## config.mk

```make
export PLATFORM = sky130hd
export DESIGN_NAME = l1_trig_holdoff
export DESIGN_NICKNAME = d
export VERILOG_FILES = /design/src/rtl/l1_trig_pkg.sv /design/src/rtl/trig_fwft_fifo.sv /design/src/rtl/l1_trig_holdoff.sv
export SDC_FILE = /design/constraint.sdc
export NUM_CORES = 1
export LEC_CHECK = 0
export CAP_MARGIN = 20
export CORE_ASPECT_RATIO = 0.75
export CORE_MARGIN = 2
export CORE_UTILIZATION = 55
export CTS_CLUSTER_DIAMETER = 150
export DETAILED_ROUTE_END_ITERATION = 8
export DONT_BUFFER_PORTS = 1
export PLACE_DENSITY = 0.72
export SKIP_CTS_REPAIR_TIMING = 1
export SLEW_MARGIN = 40
export SYNTH_ARGS = -nofsm -noshare
export SYNTH_HDL_FRONTEND = slang
export SYNTH_SLANG_ARGS = --single-unit
```

## constraint.sdc

```tcl
create_clock -name ifclk -period 10.25 [get_ports ifclk]
set_input_delay 2.05 -clock ifclk [delete_from_list [all_inputs] [get_ports ifclk]]
set_output_delay 2.05 -clock ifclk [all_outputs]
set_load 0.005 [all_outputs]
```

## src/rtl/l1_trig_pkg.sv

```systemverilog
// Shared types and helpers for the L1 trigger holdoff path.
package l1_trig_pkg;

  localparam int TRIG_WIDTH = 32;
  localparam int SAT_W      = 64;

  typedef enum logic [1:0] {
    DISCARD   = 2'd0,
    DROP_HOLD = 2'd1,
    DROP_FULL = 2'd2,
    ACCEPT    = 2'd3
  } trig_class_t;

  // Increment that sticks at the all-ones value of a width-bit counter (width <= SAT_W).
  function automatic logic [SAT_W-1:0] sat_inc(input logic [SAT_W-1:0] val, input int width);
    logic [SAT_W-1:0] max_v;
    max_v = (width >= SAT_W) ? {SAT_W{1'b1}} : ((64'd1 << width) - 64'd1);
    if (val >= max_v) begin
      sat_inc = max_v;
    end else begin
      sat_inc = val + 64'd1;
    end
  endfunction

endpackage

```

## src/rtl/trig_fwft_fifo.sv

```systemverilog
// Single-clock first-word-fall-through FIFO with a registered output stage.
module trig_fwft_fifo
  import l1_trig_pkg::*;
#(
  parameter int DEPTH_LOG2 = 4,
  parameter int WIDTH      = TRIG_WIDTH
) (
  input  logic                  i_clk,
  input  logic                  i_rst_n,
  input  logic                  i_push,
  input  logic [WIDTH-1:0]      i_din,
  input  logic                  i_pop,
  output logic [WIDTH-1:0]      o_dout,
  output logic                  o_dvalid,
  output logic                  o_full,
  output logic [DEPTH_LOG2:0]   o_count
);

  localparam int DEPTH = 1 << DEPTH_LOG2;

  logic [WIDTH-1:0]      r_mem [DEPTH];
  logic [DEPTH_LOG2-1:0] r_wr_ptr;
  logic [DEPTH_LOG2-1:0] r_rd_ptr;
  logic [DEPTH_LOG2:0]   r_count;
  logic [WIDTH-1:0]      r_out_data;
  logic                  r_out_valid;

  logic w_full;
  logic w_push;
  logic w_pop;
  logic w_load;
  logic w_mem_empty;
  logic w_from_mem;
  logic w_bypass;
  logic w_mem_wr;

  // Occupancy counts the output register too, so full is exactly count == DEPTH.
  assign w_full      = r_count[DEPTH_LOG2];
  assign w_push      = i_push & ~w_full;
  assign w_pop       = i_pop & r_out_valid;
  assign w_load      = ~r_out_valid | w_pop;
  assign w_mem_empty = (r_count == {{DEPTH_LOG2{1'b0}}, r_out_valid});
  assign w_from_mem  = w_load & ~w_mem_empty;
  assign w_bypass    = w_load & w_mem_empty & w_push;
  assign w_mem_wr    = w_push & ~w_bypass;

  // Storage array write port.
  always_ff @(posedge i_clk) begin
    if (w_mem_wr) begin
      r_mem[r_wr_ptr] <= i_din;
    end else begin
      r_mem[r_wr_ptr] <= r_mem[r_wr_ptr];
    end
  end

  // Pointers, occupancy and output stage.
  always_ff @(posedge i_clk or negedge i_rst_n) begin
    if (!i_rst_n) begin
      r_wr_ptr    <= {DEPTH_LOG2{1'b0}};
      r_rd_ptr    <= {DEPTH_LOG2{1'b0}};
      r_count     <= {(DEPTH_LOG2+1){1'b0}};
      r_out_data  <= {WIDTH{1'b0}};
      r_out_valid <= 1'b0;
    end else begin
      if (w_mem_wr) begin
        r_wr_ptr <= r_wr_ptr + {{(DEPTH_LOG2-1){1'b0}}, 1'b1};
      end else begin
        r_wr_ptr <= r_wr_ptr;
      end
      case ({w_push, w_pop})
        2'b10:   r_count <= r_count + {{DEPTH_LOG2{1'b0}}, 1'b1};
        2'b01:   r_count <= r_count - {{DEPTH_LOG2{1'b0}}, 1'b1};
        default: r_count <= r_count;
      endcase
      if (w_from_mem) begin
        r_out_data  <= r_mem[r_rd_ptr];
        r_out_valid <= 1'b1;
        r_rd_ptr    <= r_rd_ptr + {{(DEPTH_LOG2-1){1'b0}}, 1'b1};
      end else if (w_bypass) begin
        r_out_data  <= i_din;
        r_out_valid <= 1'b1;
        r_rd_ptr    <= r_rd_ptr;
      end else if (w_load) begin
        r_out_data  <= r_out_data;
        r_out_valid <= 1'b0;
        r_rd_ptr    <= r_rd_ptr;
      end else begin
        r_out_data  <= r_out_data;
        r_out_valid <= r_out_valid;
        r_rd_ptr    <= r_rd_ptr;
      end
    end
  end

  assign o_dout   = r_out_data;
  assign o_dvalid = r_out_valid;
  assign o_full   = w_full;
  assign o_count  = r_count;

endmodule

```

## src/rtl/l1_trig_holdoff.sv

```systemverilog
// Trigger dead-time filter: classifies each input word, buffers accepted ones
// in a FWFT FIFO and keeps saturating accept/drop counters.
module l1_trig_holdoff
  import l1_trig_pkg::*;
#(
  parameter int FIFO_DEPTH_LOG2 = 4,
  parameter int HOLDOFF_BITS    = 16,
  parameter int CNT_BITS        = 32
) (
  input  logic                       ifclk,
  input  logic                       ifclk_rstn,
  input  logic [TRIG_WIDTH-1:0]      s_trig_tdata,
  input  logic                       s_trig_tvalid,
  output logic                       s_trig_tready,
  output logic [TRIG_WIDTH-1:0]      m_trig_tdata,
  output logic                       m_trig_tvalid,
  input  logic                       m_trig_tready,
  input  logic                       run_i,
  input  logic [HOLDOFF_BITS-1:0]    holdoff_i,
  input  logic                       cnt_clr_i,
  output logic [CNT_BITS-1:0]        accept_cnt_o,
  output logic [CNT_BITS-1:0]        drop_cnt_o,
  output logic                       overflow_o,
  output logic [FIFO_DEPTH_LOG2:0]   fifo_count_o
);

  logic                    r_tready;
  logic [HOLDOFF_BITS-1:0] r_hold_cnt;
  logic [CNT_BITS-1:0]     r_accept_cnt;
  logic [CNT_BITS-1:0]     r_drop_cnt;
  logic                    r_overflow;

  logic        w_hs;
  logic        w_full;
  trig_class_t w_class;
  logic        w_accept;
  logic        w_drop;
  logic        w_drop_full;

  assign w_hs = s_trig_tvalid & r_tready;

  // Classify the current handshake; no handshake behaves like a discard.
  always_comb begin
    w_class = DISCARD;
    if (!w_hs) begin
      w_class = DISCARD;
    end else if (!run_i) begin
      w_class = DISCARD;
    end else if (r_hold_cnt != {HOLDOFF_BITS{1'b0}}) begin
      w_class = DROP_HOLD;
    end else if (w_full) begin
      w_class = DROP_FULL;
    end else begin
      w_class = ACCEPT;
    end
  end

  // Decode the class into the individual actions.
  always_comb begin
    w_accept    = 1'b0;
    w_drop      = 1'b0;
    w_drop_full = 1'b0;
    case (w_class)
      ACCEPT:    w_accept = 1'b1;
      DROP_HOLD: w_drop   = 1'b1;
      DROP_FULL: begin
        w_drop      = 1'b1;
        w_drop_full = 1'b1;
      end
      default: begin
        w_accept    = 1'b0;
        w_drop      = 1'b0;
        w_drop_full = 1'b0;
      end
    endcase
  end

  // Ready, dead-time counter, statistics; clear beats any same-cycle event.
  always_ff @(posedge ifclk or negedge ifclk_rstn) begin
    if (!ifclk_rstn) begin
      r_tready     <= 1'b0;
      r_hold_cnt   <= {HOLDOFF_BITS{1'b0}};
      r_accept_cnt <= {CNT_BITS{1'b0}};
      r_drop_cnt   <= {CNT_BITS{1'b0}};
      r_overflow   <= 1'b0;
    end else begin
      r_tready <= 1'b1;
      if (w_accept) begin
        r_hold_cnt <= holdoff_i;
      end else if (r_hold_cnt != {HOLDOFF_BITS{1'b0}}) begin
        r_hold_cnt <= r_hold_cnt - {{(HOLDOFF_BITS-1){1'b0}}, 1'b1};
      end else begin
        r_hold_cnt <= r_hold_cnt;
      end
      if (cnt_clr_i) begin
        r_accept_cnt <= {CNT_BITS{1'b0}};
        r_drop_cnt   <= {CNT_BITS{1'b0}};
        r_overflow   <= 1'b0;
      end else begin
        r_accept_cnt <= w_accept ? CNT_BITS'(sat_inc(SAT_W'(r_accept_cnt), CNT_BITS)) : r_accept_cnt;
        r_drop_cnt   <= w_drop   ? CNT_BITS'(sat_inc(SAT_W'(r_drop_cnt), CNT_BITS))   : r_drop_cnt;
        r_overflow   <= r_overflow | w_drop_full;
      end
    end
  end

  trig_fwft_fifo #(
    .DEPTH_LOG2 (FIFO_DEPTH_LOG2),
    .WIDTH      (TRIG_WIDTH)
  ) u_fifo (
    .i_clk    (ifclk),
    .i_rst_n  (ifclk_rstn),
    .i_push   (w_accept),
    .i_din    (s_trig_tdata),
    .i_pop    (m_trig_tready),
    .o_dout   (m_trig_tdata),
    .o_dvalid (m_trig_tvalid),
    .o_full   (w_full),
    .o_count  (fifo_count_o)
  );

  assign s_trig_tready = r_tready;
  assign accept_cnt_o  = r_accept_cnt;
  assign drop_cnt_o    = r_drop_cnt;
  assign overflow_o    = r_overflow;

endmodule

```

==> reports/metrics.cfg <==
[sta]
period_minus_slack_ps=4341
clock_skew_ps=10.97
drv_slew=0
rsz0062_at_grt=false
finalHoldViolations=0
setup_viol=0
post-route-period-util_pct=42.35
setup_tns_ps=0
worst_slew_pin_slew_ps=847.1
relSlewSlack_pct=43.53
fmax_mhz=230.3

[grt]
grt_pass1_vias=13535
grt-ovfl-total=0
grtUsageTotal_pct=22.23
antenna_found_initial=0
grt_max_degree=129
grt_pass1_wl_um=83500

[synthesis]
ys_ff_latch=640
synth_edf_count=512
ys_types=58
synth_top_area_share_pct=58.86
avgSynthCellArea_um2=17.32
ys_seq_area_share_pct=71.12
synth-async-reset-ratio_pct=20.00
yosysWarnings=0
syn_nets=1577
synth_area_leaders=edfxtp_1 59%, dfrtp_1 12%, mux4_2 11%
syn_inst=1508
synthTopCellsByCount=512 x edfxtp_1, 128 x dfrtp_1, 128 x mux4_2
yosysMostFrequentCell=edfxtp_1
netlist_area_um2=26120
synth_flop_cell=edfxtp_1
yosysTopAreaCell=edfxtp_1

[finish]
syn_to_final_growth_pct=11.27
drive_above_1_share_pct=18.40
antennaDiodeCount=0
nets=1573
fillCellCount=3373
final_cells=2193

[place]
place_inst=2082
gp_congestion=0.7864
dp_hpwl_um=32310
portBuffers=0

[critical_path]
crit_path_cell_trace=nor4_1 > and4_1 > and4_1 > ha_2 > buf_4 > clkinv_1 > nor3_1 > a41oi_1 > a311oi_1
worst_path_max_delay_cell=nor3_1
slowest_delay_ps=730
critPathMaxFanout=57
cp_data_arrival_time_ps=4870
path_class=reg -> reg
startpoint_type=flip-flop
endpoint_kind=flip-flop
cpMostUsedCell=and4_1
required_ps=10780

[clock_tree]
clock_latency_ps=620
clockBufferDepth=3
cts.clk_slew.worst_paths_ps=70
root_buffer=clkbuf_16
numCtsBuffers=58
clock_sinks=640
ctsHtreeMaxLevel=2
cts_tree=done

[floorplan]
die_w_um=255.6
design.core.area_um2=47140
dieArea_um2=49270
start_util_pct=55.41
rows=69
die_h_um=192.7
pin_count=158

[routing]
via_per_inst=6.395
ant_nets=0
first_iter_violations=1491
via_count=14024
drtPass1Iterations=6
wl_per_cell_um=25.01
drc_errors=0
finalWirelength_um=54850

[hold_path]
min_path_type=reg -> reg

[power_and_ir_drop]
leakage_uw=0.009800
ir_drop_uv=167.7
power_density_nw_per_um2=228.5

[status]
status=completed

[run]
drv_cap=0

-- critical path, delay by kind of cell, from the launching register on --
family,cells,cell delay [ps]
and+or+nand+nor,4,2210
buffers and inverters,2,910
AOI/OAI and AO/OA,2,460
DFF,1,430
adders and majority gates,1,210
-- through the flow --
step	setup slack, ps	area, um^2	util, %	total power [uW]	hold WS (ps)
6_report	5909	29060	61.66	6642	524.0
5_1_grt	5454	29060	61.66	6919	576.9
3_3_place_gp	5474	26770	56.80	4377	510.6
3_5_place_dp	5519	27020	57.32	4433	516.2
2_1_floorplan	3616	26120	-	4078	481.8
4_1_cts	5960	29040	61.60	6707	525.4
-- final timing paths --
kind | from | end | slack [ps] | depth (start not counted)
worst min-delay path | drop_cnt_o[21]$_DFFE_PN0P_ | drop_cnt_o[21]$_DFFE_PN0P_ | 520 | 1
max in group asynchronous | ifclk_rstn | drop_cnt_o[19]$_DFFE_PN0P_ | 8850 | 0
min in group asynchronous | ifclk_rstn | u_fifo.o_dout[2]$_DFFE_PN0P_ | 1120 | 0
worst max-delay path | r_hold_cnt[4]$_DFFE_PN0P_ | accept_cnt_o[22]$_DFFE_PN0P_ | 5910 | 9
worst max register to register | r_hold_cnt[4]$_DFFE_PN0P_ | accept_cnt_o[22]$_DFFE_PN0P_ | 5910 | 9
worst min register to register | drop_cnt_o[21]$_DFFE_PN0P_ | drop_cnt_o[21]$_DFFE_PN0P_ | 520 | 1
-- final cells by class --
class / count / area, um^2 / area share (%)
Clock buffer: 75 / 1575 / 5.420
Clock inverter: 35 / 444.2 / 1.528
Inverter: 17 / 63.81 / 0.2196
Multi-Input combinational cell: 763 / 7259 / 24.98
Sequential cell: 640 / 18590 / 63.95
Tap cell: 639 / 799.5 / 2.751
Timing Repair Buffer: 24 / 336.6 / 1.158
-- cell usage in the layout, fill, tap and decap left out, drive strengths merged, types with 6 or more instances in the layout --
master / synthesis / layout
xnor2: 16 / 16
nor4: 18 / 18
a2111oi: 7 / 7
edfxtp: 512 / 512
nor3: 21 / 21
o21ai: 25 / 25
a21oi: 48 / 48
a41oi: 7 / 7
a31oi: 19 / 19
mux2: 6 / 6
bufinv: 0 / 9
mux2i: 43 / 43
nor2: 67 / 67
dfrtp: 128 / 128
a22oi: 60 / 60
inv: 16 / 19
a211oi: 27 / 27
nand3: 33 / 33
ha: 15 / 15
and4: 19 / 19
xor2: 7 / 7
clkbuf: 66 / 76
o21a: 7 / 7
a311oi: 14 / 14
and2: 19 / 19
buf: 22 / 23
nand4: 18 / 18
mux4: 128 / 128
nor2b: 7 / 7
nand2: 43 / 43
and3: 54 / 54
clkinv: 1 / 20
-- logic make-up (layout without fill, tap and decap cells) --
group,Yosys count,count (layout),synth area share [%]
AOI/OAI and AO/OA,236,236,6.217
xor gates and xnor gates,23,23,0.7712
adders and majority gates,15,15,0.7185
buffers and inverters,105,151,1.619
DFF,640,640,71.12
muxes,177,177,12.94
other,1,1,0.01436
and+or+nand+nor,311,311,6.596
-- per-layer routing --
| metal | global-route usage, % | routed length, um | vias up |
|---|---|---|---|
| li1 | - | - | 6136 |
| met1 | 34.25 | 24490 | 7294 |
| met2 | 33.07 | 25290 | 520 |
| met3 | 4.255 | 4083 | 74 |
| met4 | 5.533 | 979 | 0 |
| met5 | 0 | 0 | - |
-- sequential cells by signal (all words and copies together), names as in the netlist, 4 cells and up --
register,flops
u_fifo.r_wr_ptr,4
u_fifo.r_rd_ptr,4
u_fifo.o_dout,32
accept_cnt_o,32
drop_cnt_o,32
u_fifo.o_count,5
u_fifo.r_mem,512
r_hold_cnt,16
-- power breakdown --
part	switching [uW]	internal (uW)	leakage, uW	total (uW)
clock	955	1320	0.000977	2270
combinational	627	687	0.00262	1310
sequential	158	2900	0.00620	3050
total	1740	4900	0.00980	6640
No activity file was read; power rests on OpenSTA's default activity.
